$ cat src/rtl/jk_cmd_sequencer.sv
// Command FIFO and replay FSM driving the j/k inputs of a bank of JK flip-flops.
// Each queued set/reset/toggle/hold command is applied for cmd_rpt+1 consecutive cycles.
module jk_cmd_sequencer #(
    parameter int WIDTH = 4,
    parameter int DEPTH = 4,
    parameter int CNT_W = 4
) (
    input  logic                     clk,
    input  logic                     reset,
    input  logic                     cmd_valid,
    output logic                     cmd_ready,
    input  logic [1:0]               cmd_op,
    input  logic [WIDTH-1:0]         cmd_mask,
    input  logic [CNT_W-1:0]         cmd_rpt,
    output logic [WIDTH-1:0]         j,
    output logic [WIDTH-1:0]         k,
    output logic                     busy,
    output logic                     done,
    output logic [$clog2(DEPTH):0]   fifo_count
);

    localparam int AW = $clog2(DEPTH);
    localparam int CW = AW + 1;
    localparam int EW = 2 + WIDTH + CNT_W;

    typedef enum logic {IDLE, APPLY} state_t;

    state_t             state;
    logic [CNT_W-1:0]   remaining;
    logic [EW-1:0]      mem [DEPTH];
    logic [AW-1:0]      wr_ptr;
    logic [AW-1:0]      rd_ptr;
    logic               push;
    logic               pop;
    logic               cmd_end;
    logic [1:0]         head_op;
    logic [WIDTH-1:0]   head_mask;
    logic [CNT_W-1:0]   head_rpt;

    always_comb begin
        cmd_ready = reset && (fifo_count < CW'(DEPTH));
        push      = cmd_valid && cmd_ready;
        cmd_end   = (state == APPLY) && (remaining == '0);
        // Pop looks only at the pre-edge occupancy, so a fresh push is never bypassed.
        pop       = (fifo_count != '0) && ((state == IDLE) || cmd_end);
        {head_op, head_mask, head_rpt} = mem[rd_ptr];
    end

    always_ff @(posedge clk) begin
        if (push)
            mem[wr_ptr] <= {cmd_op, cmd_mask, cmd_rpt};
    end

    always_ff @(posedge clk) begin
        if (!reset) begin
            wr_ptr     <= '0;
            rd_ptr     <= '0;
            fifo_count <= '0;
        end else begin
            if (push)
                wr_ptr <= wr_ptr + 1'b1;
            if (pop)
                rd_ptr <= rd_ptr + 1'b1;
            case ({push, pop})
                2'b10:   fifo_count <= fifo_count + 1'b1;
                2'b01:   fifo_count <= fifo_count - 1'b1;
                default: fifo_count <= fifo_count;
            endcase
        end
    end

    always_ff @(posedge clk) begin
        if (!reset) begin
            state     <= IDLE;
            remaining <= '0;
            j         <= '0;
            k         <= '0;
            busy      <= 1'b0;
            done      <= 1'b0;
        end else begin
            done <= cmd_end;
            if (pop) begin
                state     <= APPLY;
                remaining <= head_rpt;
                j         <= {WIDTH{head_op[1]}} & head_mask;
                k         <= {WIDTH{head_op[0]}} & head_mask;
                busy      <= 1'b1;
            end else if ((state == IDLE) || cmd_end) begin
                state <= IDLE;
                j     <= '0;
                k     <= '0;
                busy  <= 1'b0;
            end else begin
                remaining <= remaining - 1'b1;
            end
        end
    end

endmodule

$ cat config.mk
export PLATFORM = sky130hd
export DESIGN_NAME = jk_cmd_sequencer
export DESIGN_NICKNAME = d
export VERILOG_FILES = /design/src/rtl/jk_cmd_sequencer.sv
export SDC_FILE = /design/constraint.sdc
export NUM_CORES = 1
export LEC_CHECK = 0
export CORE_MARGIN = 2
export CORE_UTILIZATION = 58
export CTS_BUF_LIST = sky130_fd_sc_hd__clkbuf_4
export CTS_CLUSTER_SIZE = 12
export DETAILED_ROUTE_END_ITERATION = 8
export GPL_ROUTABILITY_DRIVEN = 0
export PLACE_DENSITY = 0.81
export SYNTH_ARGS = -nofsm -noshare
export SYNTH_HDL_FRONTEND = slang
export SYNTH_SLANG_ARGS = --single-unit
$ cat constraint.sdc
create_clock -name clk -period 3.3 [get_ports clk]
set_clock_uncertainty 0.05 [all_clocks]
set_input_delay 0.495 -clock clk [delete_from_list [all_inputs] [get_ports clk]]
set_output_delay 0.495 -clock clk [all_outputs]
set_load 0.05 [all_outputs]
==> reports/metrics.csv <==
stage,metric,value,unit
final_layout,n_antenna_cell,0,
critical_path,path_cells,nor3_1 -> a21oi_4 -> ha_1 -> fa_1 -> xnor2_1 -> or3_1 -> a21boi_0,
timing,worst_slew_pin_slew,0.711,ns
clock_network,root_buffer,clkbuf_4,
critical_path,reg2reg_from,fifo_count[0],
clock_network,cts.sinks,63,
global_route,grt_usage,20.5,%
clock_network,postCtsSetupBuffers,0,
critical_path,cp-startpoint,fifo_count[0],
critical_path,r2r_slack,0.83,ns
timing,period_share,74.8,%
routing,wire_per_inst,16.9,microns
logic_synthesis,syn_nets,194,
critical_path,cp-endpoint,fifo_count[2],
die,boundaryPins,27,
routing,dr.pass1.iters,4,
die,std_cell_rows,23,
clock_network,cts_buffers,9,
logic_synthesis,seq_area_frac_synth,66.0,%
critical_path,reg2reg_depth,7,
clock_network,insertion_delay,0.39,ns
clock_network,ctsHoldBuffers,0,
timing,tns,0,ns
final_layout,syn_to_final_growth,19.1,%
final_layout,drive_above_1_share,14.8,%
clock_network,htreeDepth,3,
global_route,grt.overflow.total,0,
hold_path,hp-class,reg -> reg,
power_and_ir_drop,power.density,870,nW/um^2
place,placed_cell_area,2810,sq um
global_route,grt_max_degree,31,
critical_path,worstPathRequired,3.58,ns
hold_path,holdPathStages,2,
timing,period_minus_slack,2.47,ns
logic_synthesis,synth_top_cell_by_area,edfxtp_1,
critical_path,startpoint_type,register,
timing,setup_violations,0,
clock_network,cts.path.max_buffers,2,
logic_synthesis,ys_ff_latch,63,
routing,drcViolationCount,0,
critical_path,critPathMaxStageDelay,0.61,ns
power_and_ir_drop,p_total,0.00261,W
place,dp_cells,244,
die,die_area,4880,sq um
place,portBuffers,26,
timing,fmax,0.405,GHz
die,initial_utilization,61.6,%
die,die_x,69.9,microns
run_status,status,"finished, final reports clean",
final_layout,finalNetCount,225,
critical_path,crit_fanout,6,
timing,relSlewSlack,52.2,%
global_route,antenna_found_initial,0,
routing,first_iter_violations,129,
flow_run,maxCapViolCount,0,
final_layout,fill_cells,262,
logic_synthesis,synth_area_leaders,"edfxtp_1, dfxtp_1, mux4_2",
clock_network,cts_tree,done,
global_route,grt_pass1_vias,1557,
logic_synthesis,synth_top_area_share,47.7,%
critical_path,reg2reg_to,fifo_count[2],
logic_synthesis,yosys_warnings,0,
critical_path,arrival,2.75,ns
place,hpwl,2.98,mm
final_layout,fin_cells,260,
power_and_ir_drop,leakage,1.05,nW
critical_path,cp-end-kind,register,
timing,rsz0062_at_grt,no,
timing,hold_viol_final,0,
clock_network,clkTransAtPathRegs,0.11,ns
final_layout,fin_area,3000,sq um
logic_synthesis,ys_types,34,
critical_path,path_class,reg -> reg,
routing,num_vias,1503,
timing,finalMaxSlewViolations,0,
hold_path,hold_start,remaining[1],
clock_network,cts_resized,0,
critical_path,crit_slowest_cell,nor3_1,
logic_synthesis,syn_area_per_cell,14.5,sq um
global_route,grt_pass1_wl,7.56,mm
die,die_y,69.9,microns
logic_synthesis,synth_area,2520,sq um
routing,drtAntennaViolNets,0,
power_and_ir_drop,ir_drop,0.454,mV
routing,via_per_inst,5.78,
die,core,4090,sq um
routing,wl,4.40,mm
logic_synthesis,synth_cells,174,
## area by class of cell
class	instances	area, sq um	area share, %
clock buffers	10	75.1	2.50
repair buffers	28	285	9.52
inverters	8	30.0	1.00
clock inverters	6	109	3.63
well taps	50	62.6	2.09
multi-input cells	95	774	25.8
flip-flops and latches	63	1660	55.4
## cell usage in the layout, fill, tap and decap left out, types with 3 or more instances in the layout
cell type	count
o22ai_1	8
mux4_2	10
bufinv_16	3
clkbuf_4	10
and2_1	5
inv_1	8
and3_1	4
nand3_1	10
xnor2_1	3
clkdlybuf4s50_1	25
nand2_1	21
ha_1	6
edfxtp_1	40
nand4_1	3
o21ai_0	3
dfxtp_1	23
## cell usage after synthesis (all sizes together)
master   n
o21ai    3
a32oi    1
clkbuf   5
ha       6
nor2b    2
and3     4
nand2b   1
dfxtp   23
buf      3
inv      8
or3      2
edfxtp  40
xor2     1
mux4    10
or4b     1
o22ai    8
and2     5
fa       1
nand2   22
mux2i    2
a21boi   2
xnor2    3
nand3   10
nor2     1
nand4    3
nand3b   1
nor3     1
or3b     1
a31oi    2
a21oi    2
## metrics by stage
step	hold WS, ns	utilization, %	setup WS (ns)
floorplan	0.398	-	0.298
global placement	0.407	68.9	0.621
detailed placement	0.414	68.9	0.547
CTS	0.432	73.4	0.810
global route	0.446	73.4	0.670
finish	0.431	73.4	0.831
## power breakdown
group	leakage, nW	internal (W)	switching [W]
clock network	0.100	0.000391	0.000279
registers	0.551	0.000948	0.000124
logic	0.396	0.000376	0.000489
total	1.05	0.00172	0.000892
## how the worst min path moves through the flow
stage              endpoint  slack, ns
4_1_cts        remaining[1]       0.43
5_1_grt        remaining[1]       0.45
2_1_floorplan  remaining[1]       0.40
3_5_place_dp           j[1]       0.41
3_3_place_gp       register       0.41
6_report       remaining[1]       0.43
## worst max-delay path, delay by kind of cell (launching register included)
family	cells	cell delay [ns]
compound gates	2	0.27
fa+ha+maj	2	0.64
xor+xnor	1	0.15
simple gates	2	0.91
flops	1	0.38
## layer usage
metal | GRT usage [%] | share of wire (%)
met1 | 26.3 | 44
met5 | 0 | 0
met3 | 5.05 | 4.7
met4 | 10.3 | 1.4
met2 | 32.6 | 50
## flip-flops by register name (all words and copies together) (netlist names), named ones only
signal,count
wr_ptr,2
mem,40
done,1
state,1
j,4
k,4
remaining,4
rd_ptr,2
fifo_count,3
## cell families after synthesis
family	Yosys count	share of synthesized area (%)
xor+xnor	4	1.39
fa+ha+maj	7	3.78
compound gates	18	4.87
buf+inv	16	3.18
mux	12	9.75
simple gates	54	11.0
flops	63	66.0
(Power assumes the default switching activity.)
